<file path="config.mk">
export PLATFORM = sky130hd
export DESIGN_NAME = task_13_out
export DESIGN_NICKNAME = d
export VERILOG_FILES = /design/src/rtl/task_13_pkg.sv /design/src/rtl/task_13_out_buf.sv /design/src/rtl/task_13_out.sv
export SDC_FILE = /design/constraint.sdc
export NUM_CORES = 2
export LEC_CHECK = 0
export CORE_MARGIN = 3
export CORE_UTILIZATION = 45
export DETAILED_ROUTE_END_ITERATION = 12
export DONT_BUFFER_PORTS = 1
export HOLD_SLACK_MARGIN = 0.15
export PLACE_DENSITY = 0.68
export SETUP_SLACK_MARGIN = 0.3
export SLEW_MARGIN = 20
export SYNTH_ARGS = -nofsm -noshare
export SYNTH_HDL_FRONTEND = slang
export SYNTH_HIERARCHICAL = 1
export SYNTH_SLANG_ARGS = --single-unit
export TNS_END_PERCENT = 1
</file>
<file path="constraint.sdc">
create_clock -name i_clk -period 5.2 [get_ports i_clk]
set_clock_uncertainty 0.1 [all_clocks]
set_input_delay 0.78 -clock i_clk [delete_from_list [all_inputs] [get_ports i_clk]]
set_output_delay 0.78 -clock i_clk [all_outputs]
set_load 0.02 [all_outputs]
</file>
<file path="src/rtl/task_13_pkg.sv">
// Shared definitions for the task_13 input/output stage pair: default
// geometry and the output-stage state encoding.
package task_13_pkg;

    localparam int unsigned DATA_WIDTH_DEF = 8;
    localparam int unsigned NUM_WORDS_DEF  = 243;

    typedef enum logic [1:0] {
        s_IDLE,
        s_COLLECT,
        s_SEND,
        s_DONE
    } task_output_enum;

endpackage

</file>
<file path="src/rtl/task_13_out_buf.sv">
// Frame buffer for task_13_out: NUM_WORDS x DATA_WIDTH register array with
// one write port and one registered read port (1-cycle latency). The read
// register only updates on i_rd_en, so it doubles as the output data holder.
module task_13_out_buf #(
    parameter int unsigned DATA_WIDTH = 8,
    parameter int unsigned NUM_WORDS  = 243,
    parameter int unsigned CNT_WIDTH  = $clog2(NUM_WORDS + 1)
) (
    input  logic                  i_clk,
    input  logic                  i_rst,
    input  logic                  i_wr_en,
    input  logic [CNT_WIDTH-1:0]  i_wr_addr,
    input  logic [DATA_WIDTH-1:0] i_wr_data,
    input  logic                  i_rd_en,
    input  logic [CNT_WIDTH-1:0]  i_rd_addr,
    output logic [DATA_WIDTH-1:0] o_rd_data
);

    logic [DATA_WIDTH-1:0] mem_q [NUM_WORDS];
    logic [DATA_WIDTH-1:0] rd_data_q;

    // Storage array; contents are don't-care after reset.
    always_ff @(posedge i_clk) begin
        if (i_wr_en) begin
            mem_q[i_wr_addr] <= i_wr_data;
        end
    end

    // Synchronous read; holds its value while i_rd_en is low.
    always_ff @(posedge i_clk) begin
        if (i_rst) begin
            rd_data_q <= '0;
        end else if (i_rd_en) begin
            rd_data_q <= mem_q[i_rd_addr];
        end
    end

    assign o_rd_data = rd_data_q;

endmodule

</file>
<file path="src/rtl/task_13_out.sv">
// task_13 output stage: captures one frame from the input stage, replays it
// in reverse arrival order on an AXI-Stream master and pulses o_output_last
// once the final beat has been accepted.
// Optional: define TASK_13_OUT_CHECKSUM_EN to append a beat carrying the
// mod-2^DATA_WIDTH sum of the captured words (tlast moves onto that beat).
module task_13_out
    import task_13_pkg::*;
#(
    parameter int unsigned DATA_WIDTH = DATA_WIDTH_DEF,
    parameter int unsigned NUM_WORDS  = NUM_WORDS_DEF,
    parameter int unsigned CNT_WIDTH  = $clog2(NUM_WORDS + 1)
) (
    input  logic                  i_clk,
    input  logic                  i_rst,
    input  logic [DATA_WIDTH-1:0] i_data,
    input  logic                  i_enb,
    output logic [DATA_WIDTH-1:0] o_tdata,
    output logic                  o_tvalid,
    output logic                  o_tlast,
    input  logic                  i_tready,
    output logic                  o_output_last,
    output logic                  o_busy,
    output logic                  o_overflow
);

    localparam logic [CNT_WIDTH-1:0] ONE     = CNT_WIDTH'(1);
    localparam logic [CNT_WIDTH-1:0] MAX_CNT = CNT_WIDTH'(NUM_WORDS);

    task_output_enum state_q, state_d;

    logic [CNT_WIDTH-1:0]  count_q, count_d;
    logic [CNT_WIDTH-1:0]  rd_ptr_q, rd_ptr_d;
    logic                  tvalid_q, tvalid_d;
    logic                  tlast_q, tlast_d;
    logic                  overflow_q, overflow_d;
    logic [CNT_WIDTH-1:0]  count_inc;
    logic                  last_hs;
    logic                  load;

    logic                  wr_en;
    logic [CNT_WIDTH-1:0]  wr_addr;
    logic                  rd_en;
    logic [DATA_WIDTH-1:0] rd_data;

`ifdef TASK_13_OUT_CHECKSUM_EN
    logic [DATA_WIDTH-1:0] sum_q, sum_d;
    logic                  sum_sel_q, sum_sel_d;
    logic                  words_done_q, words_done_d;
`endif

    assign count_inc = count_q + ONE;
    // Final beat of the frame is being accepted this cycle.
    assign last_hs   = tvalid_q && i_tready && tlast_q;
    // Output register may take a new beat.
    assign load      = !tvalid_q || i_tready;

    task_13_out_buf #(
        .DATA_WIDTH (DATA_WIDTH),
        .NUM_WORDS  (NUM_WORDS),
        .CNT_WIDTH  (CNT_WIDTH)
    ) u_buf (
        .i_clk     (i_clk),
        .i_rst     (i_rst),
        .i_wr_en   (wr_en),
        .i_wr_addr (wr_addr),
        .i_wr_data (i_data),
        .i_rd_en   (rd_en),
        .i_rd_addr (rd_ptr_q),
        .o_rd_data (rd_data)
    );

    // State register.
    always_ff @(posedge i_clk) begin
        if (i_rst) begin
            state_q <= s_IDLE;
        end else begin
            state_q <= state_d;
        end
    end

    // Next-state logic: collect until full or a gap, send, then one done cycle.
    always_comb begin
        state_d = state_q;
        unique case (state_q)
            s_IDLE: begin
                if (i_enb) begin
                    state_d = (MAX_CNT == ONE) ? s_SEND : s_COLLECT;
                end
            end
            s_COLLECT: begin
                if (!i_enb || count_inc == MAX_CNT) begin
                    state_d = s_SEND;
                end
            end
            s_SEND: begin
                if (last_hs) begin
                    state_d = s_DONE;
                end
            end
            s_DONE:  state_d = s_IDLE;
            default: state_d = s_IDLE;
        endcase
    end

    // Datapath registers: counters, output beat flags, sticky overflow.
    always_ff @(posedge i_clk) begin
        if (i_rst) begin
            count_q      <= '0;
            rd_ptr_q     <= '0;
            tvalid_q     <= 1'b0;
            tlast_q      <= 1'b0;
            overflow_q   <= 1'b0;
`ifdef TASK_13_OUT_CHECKSUM_EN
            sum_q        <= '0;
            sum_sel_q    <= 1'b0;
            words_done_q <= 1'b0;
`endif
        end else begin
            count_q      <= count_d;
            rd_ptr_q     <= rd_ptr_d;
            tvalid_q     <= tvalid_d;
            tlast_q      <= tlast_d;
            overflow_q   <= overflow_d;
`ifdef TASK_13_OUT_CHECKSUM_EN
            sum_q        <= sum_d;
            sum_sel_q    <= sum_sel_d;
            words_done_q <= words_done_d;
`endif
        end
    end

    // Datapath next-state: buffer writes while collecting, reverse reads while
    // sending. rd_ptr tracks count-1 during collection so it is ready on entry.
    always_comb begin
        count_d      = count_q;
        rd_ptr_d     = rd_ptr_q;
        tvalid_d     = tvalid_q;
        tlast_d      = tlast_q;
        overflow_d   = overflow_q;
        wr_en        = 1'b0;
        wr_addr      = count_q;
        rd_en        = 1'b0;
`ifdef TASK_13_OUT_CHECKSUM_EN
        sum_d        = sum_q;
        sum_sel_d    = sum_sel_q;
        words_done_d = words_done_q;
`endif
        case (state_q)
            s_IDLE: begin
                if (i_enb) begin
                    wr_en    = 1'b1;
                    wr_addr  = '0;
                    count_d  = ONE;
                    rd_ptr_d = '0;
`ifdef TASK_13_OUT_CHECKSUM_EN
                    sum_d    = sum_q + i_data;
`endif
                end
            end
            s_COLLECT: begin
                if (i_enb) begin
                    wr_en    = 1'b1;
                    count_d  = count_inc;
                    rd_ptr_d = count_q;
`ifdef TASK_13_OUT_CHECKSUM_EN
                    sum_d    = sum_q + i_data;
`endif
                end
            end
            s_SEND: begin
                if (i_enb) begin
                    overflow_d = 1'b1;
                end
                if (last_hs) begin
                    tvalid_d = 1'b0;
                    tlast_d  = 1'b0;
                end else if (load) begin
                    tvalid_d = 1'b1;
`ifdef TASK_13_OUT_CHECKSUM_EN
                    if (words_done_q) begin
                        tlast_d   = 1'b1;
                        sum_sel_d = 1'b1;
                    end else begin
                        rd_en     = 1'b1;
                        tlast_d   = 1'b0;
                        sum_sel_d = 1'b0;
                        if (rd_ptr_q == '0) begin
                            words_done_d = 1'b1;
                        end else begin
                            rd_ptr_d = rd_ptr_q - ONE;
                        end
                    end
`else
                    rd_en   = 1'b1;
                    tlast_d = (rd_ptr_q == '0);
                    if (rd_ptr_q != '0) begin
                        rd_ptr_d = rd_ptr_q - ONE;
                    end
`endif
                end
            end
            s_DONE: begin
                if (i_enb) begin
                    overflow_d = 1'b1;
                end
                count_d      = '0;
                rd_ptr_d     = '0;
`ifdef TASK_13_OUT_CHECKSUM_EN
                sum_d        = '0;
                sum_sel_d    = 1'b0;
                words_done_d = 1'b0;
`endif
            end
            default: ;
        endcase
    end

    // Outputs decoded from registered state and beat registers.
    always_comb begin
        o_busy        = (state_q != s_IDLE);
        o_output_last = (state_q == s_DONE);
        o_tvalid      = tvalid_q;
        o_tlast       = tlast_q;
        o_overflow    = overflow_q;
`ifdef TASK_13_OUT_CHECKSUM_EN
        o_tdata       = sum_sel_q ? sum_q : rd_data;
`else
        o_tdata       = rd_data;
`endif
    end

endmodule

</file>
# Word level (Yosys, flattened, before mapping)
# Memory sizes are Yosys's and may differ from the RTL's. A register that Yosys moved wholly into a read port is not among the register bits.
# Cells that the tools add are included.
# op_classes
n_eq_ne	11
n_addsub	2
n_reduce_logical	19
muxes	26
# op_table
cell	n
$mux 8	9
$pmux 8 s4	1
$pmux 8 s3	1
$ne 2x2->1 const B	7
$mux 1	11
$add 8x1->8 const B	1
$eq 8x8->1 const B	1
$logic_not 8->1	1
$pmux 2 s4	1
$reduce_bool 8->1	1
$sub 8x1->8 const B	1
$mux 2	3
$reduce_and 3->1	2
$reduce_and 5->1	1
$eq 2x2->1 const B	2
$reduce_and 2->1	2
$reduce_bool 2->1	2
$reduce_or 2->1	2
$reduce_bool 3->1	1
$eq 2x1->1 const B	1
$logic_and 1x1->1	2
$logic_not 1->1	2
$logic_not 2->1	1
$logic_or 1x1->1	2
# word_totals
in_bits	12
output_inout_bits	13
ff_bits	21
n_memories	1
wordCells	65
ram_bits	1944
# memory_table
name	depth	word_bits	read_ports	rd_ports_with_merged_regs	write_ports	line_no	source
u_buf.mem_q	243	8	1	1	1	task_13_out_buf.sv:19	logic [DATA_WIDTH-1:0] mem_q [NUM_WORDS];

# Longest topological paths before layout
# depth
ltp_word	5
depth_mapped	13
ltp_nobuf	10

# Hierarchy
# Netlist, hierarchy kept.
# by_module_without_submodules
mod	cells_per_inst	n_inst	area_each_um2
task_13_out_buf	3562	1	76091.7
task_13_out	193	1	1481.4

# Least setup slack after synthesis
# Ideal clock, no wire load.
# synth_timing
kind	input port to flip-flop
from	input i_enb
to	memory u_buf.mem_q[114][0] (enable)
t_required_ns	4.730
arrival_time_ns	2.460
stages	8
setup_slack_ns	2.269
setup_time_ns	0.370
path_cell_list	clkbuf_1 -> nand2_1 -> and2_1 -> clkbuf_1 -> nor2b_1 -> nand2_1 -> clkbuf_1 -> nor2_1
# synth_via
word_cells_on_any_way	6
# synth_lines
element	line_no	source
from (decl)	task_13_out.sv:16	input logic i_enb,
$mux 8	task_13_out.sv:150	if (i_enb) begin
$mux 8	task_13_out.sv:148	case (state_q)
via wr_addr[1]	task_13_out.sv:41	logic [CNT_WIDTH-1:0] wr_addr;
to (decl)	task_13_out_buf.sv:19	
# The timed path passes the listed nets, and every way through them passes these cells.

# Worst setup path after layout
# layout_timing
from	register state_q[1]
to	memory u_buf.mem_q[52][7] (enable)
# layout_via
word_cells_on_any_way	7
# layout_lines
element	line_no	source
from (decl)	task_13_out.sv:29	task_output_enum state_q, state_d;
from (signal assigned)	task_13_out.sv:75	state_q <= s_IDLE;
from (signal assigned)	task_13_out.sv:77	state_q <= state_d;
$logic_not 2->1	task_13_out.sv:148	
$mux 8	task_13_out.sv:148	
via wr_addr[2]	task_13_out.sv:41	
# The timed path passes the listed nets, and every way through them passes these cells.

==> results.cfg <==
[global_route]
track_usage_pct = 21.4
antenna_found_initial = 4
first_global_vias = 37989
grt_pass1_wl_um = 278000
globalRouteOverflowTotal = 0
grt_max_degree = 244

[power_and_ir_drop]
power_density_nw_per_um2 = 396
p_leak_nw = 25.6
ir_drop_mv = 0.312

[setup_path]
path_class = register to register
critPathCaptureType = register
crit_buf_inv = 2
rrSetupSlack_ns = 1.17
cp.required_ns = 5.53
worstPathArrival_ns = 4.36
path_delay_family = simple AND/OR/NAND/NOR gates
cp_cell_sequence = inv_1 > ha_1 > nand2_1 > and2_1 > nor2b_1 > and2_1 > nand2_1 > buf_4 > nor2_1
path_max_fanout = 8
reg2reg_from = state_q[1]
crit_start = state_q[1]
r2r_cells = 9
cpPeakStageDelay_ns = 0.70
cp-endpoint = u_buf/mem_q[52][7]
crit_path_start_kind = register
regToRegEndpoint = u_buf/mem_q[52][7]
crit_slowest_cell = nor2_1
cp.depth = 9

[timing]
final_hold_viol_count = 0
fin_tns_setup_ns = 0
min_period_ns = 4.03
timing.fmax_ghz = 0.248
setup_viol = 0
report.final.slew_viol_count = 0
worst_pin_slew_ns = 1.20
rsz0062_at_grt = no
fin_ws_ns = 1.17
period_share_pct = 77.5
slew-limit-headroom_pct = 20.3

[synth]
synth_nets = 3775
ys_types = 73
ys_seq_area_share_pct = 76.0
avgSynthCellArea_um2 = 20.7
synth_ff_type = edfxtp_1
ys_warn_count = 6
syn_area_um2 = 77600
synth.most_common_cell = edfxtp_1
synth_top_area_share_pct = 75.3
synth_top_cell_by_area = edfxtp_1
async_reset_ff_share_pct = 0
ys_seq_elements = 1973
synth_cells = 3755
yosys-top-cells-area = edfxtp_1 (75%), mux4_2 (14%), mux2i_1 (2.4%)
synthTopCellsByCount = edfxtp_1 (1944), mux4_2 (466), nor2_1 (293)
synth-edff-count = 1944

[routing]
drtIter0Drc = 5287
viasPerCell = 6.15
wl_um = 191000
dr_total_vias = 38732
wl_per_cell_um = 30.3
first_pass_iters = 7
drtAntennaViolNets = 0
drc = 0

[cts]
clk_latency_ns = 0.83
cts.sinks = 1973
ctsLongestPathBuffers = 3
clockRootBuffer = clkbuf_16
cts.repair.resized = 0
cts.reportedPaths.clkPinSlew_ns = 0.06
htreeDepth = 4
cts_tree = yes
numCtsBuffers = 193

[die]
coreArea_um2 = 170000
num_io_pins = 25
fp.dieW_um = 421
start_util_pct = 45.5
die_h_um = 421
die_area_um2 = 177000
rows = 151

[place]
place_congestion = 0.859
dp_hpwl_um = 109000
dpl_worst_slack_ns = 1.29
portBuffers = 0

[cells_and_area]
area_growth_pct = 11.5
drive_gt1_share_pct = 21.6
fillers = 13428
fin_nets = 3862

[run]
cap_violations = 0

[hold_path]
holdCritPathClass = input pin to register

[run_status]
status = finished, final reports clean
[cell families after synthesis]
kind of cell | share of synthesized area [%]
DFF | 76.0
muxes | 16.0
and+or+nand+nor | 3.22
AOI/OAI and AO/OA | 2.73
buffers and inverters | 1.80
xor gates and xnor gates | 0.0903
adders and majority gates | 0.129
[power by group]
| part | internal, W | switching (W) | total, W | leakage [nW] |
|---|---|---|---|---|
| clock network | 0.00752 | 0.00578 | 0.0133 | 2.91 |
| registers | 0.0175 | 0.000194 | 0.0177 | 17.7 |
| logic | 0.00126 | 0.00196 | 0.00323 | 4.95 |
[worst min-delay path by stage]
stage,start,endpoint,slack (ns),depth (start not counted)
after floorplan,count_q[7],count_q[7],0.38,2
after global placement,count_q[7],count_q[7],0.43,2
after detailed placement,count_q[7],count_q[7],0.44,2
after CTS,i_data[0],u_buf/mem_q[33][0],0.17,1
after global routing,i_rst,u_buf/o_rd_data[3],0.18,3
final,i_rst,u_buf/o_rd_data[3],0.22,3
[flip-flops by register name, indices dropped and copies added (netlist names)]
register,flops
u_buf/mem_q,1944
count_q,8
rd_ptr_q,8
u_buf/o_rd_data,8
state_q,2
o_overflow,1
o_tlast,1
o_tvalid,1
[worst register-to-register path, stage by stage, from the launching register on]
cell and delay [ns]:
dfxtp_1 0.40, inv_1 0.11, ha_1 0.25, nand2_1 0.19, and2_1 0.25, nor2b_1 0.39, and2_1 0.29, nand2_1 0.53
buf_4 0.43, nor2_1 0.71
[placed cells by master (no fill, tap or decap), types with 6 or more instances in the layout]
cell type / n
edfxtp_1: 1944
mux4_2: 466
nor2_1: 293
clkbuf_16: 197
mux2i_1: 184
nand2_1: 103
buf_4: 79
o221ai_1: 62
a21oi_1: 59
clkbuf_1: 54
o21ai_0: 46
clkinv_1: 42
nor3_1: 37
o22ai_1: 34
nand3_1: 30
clkinv_2: 26
dfxtp_1: 22
nor2b_1: 18
a22oi_1: 18
and2_1: 17
buf_16: 15
inv_1: 14
buf_12: 14
nand4_1: 13
o211ai_1: 13
nand2b_1: 12
bufinv_16: 10
mux2_2: 9
a211oi_1: 8
ha_1: 8
and3_1: 7
a211o_1: 7
nor4_1: 7
xnor2_1: 6
nor3b_1: 6
[metal layers]
layer / GRT usage [%] / routed length, um
met1: 31.5 / 78000
met2: 32.4 / 88800
met3: 4.11 / 17500
met4: 7.23 / 6650
met5: 0 / 0
[per-stage QoR]
stage / instance area (um^2) / hold WS, ns / total power [W] / instances / utilization (%)
6_report: 86500 / 0.224 / 0.0343 / 6294 / 50.8
5_1_grt: 86500 / 0.180 / 0.0353 / 6292 / 50.8
4_1_cts: 86400 / 0.171 / 0.0344 / 6289 / 50.7
3_5_place_dp: 80000 / 0.440 / 0.0209 / 5920 / 46.9
3_3_place_gp: 80000 / 0.430 / 0.0209 / 5920 / 46.9
2_1_floorplan: 77600 / 0.384 / 0.0200 / 3755 / -
[timing repair]
item                       4_1_cts  5_1_grt
hold endpoints to repair      1688        0
setup endpoints to repair        0        0
setup buffers                    0        0
hold buffers                    19        0
[final cells by class]
class	instances	area (um^2)	area share [%]
clock buffer	256	5200	6.01
multi-input combinational	1544	17300	19.9
antenna	2	5.00	0.00579
clock inverter	94	790	0.913
timing repair buffer	113	1340	1.54
tap	2295	2870	3.32
sequential	1973	59000	68.2
inverter	17	70.1	0.0810
Note: power is estimated with default switching activity, not from simulation.
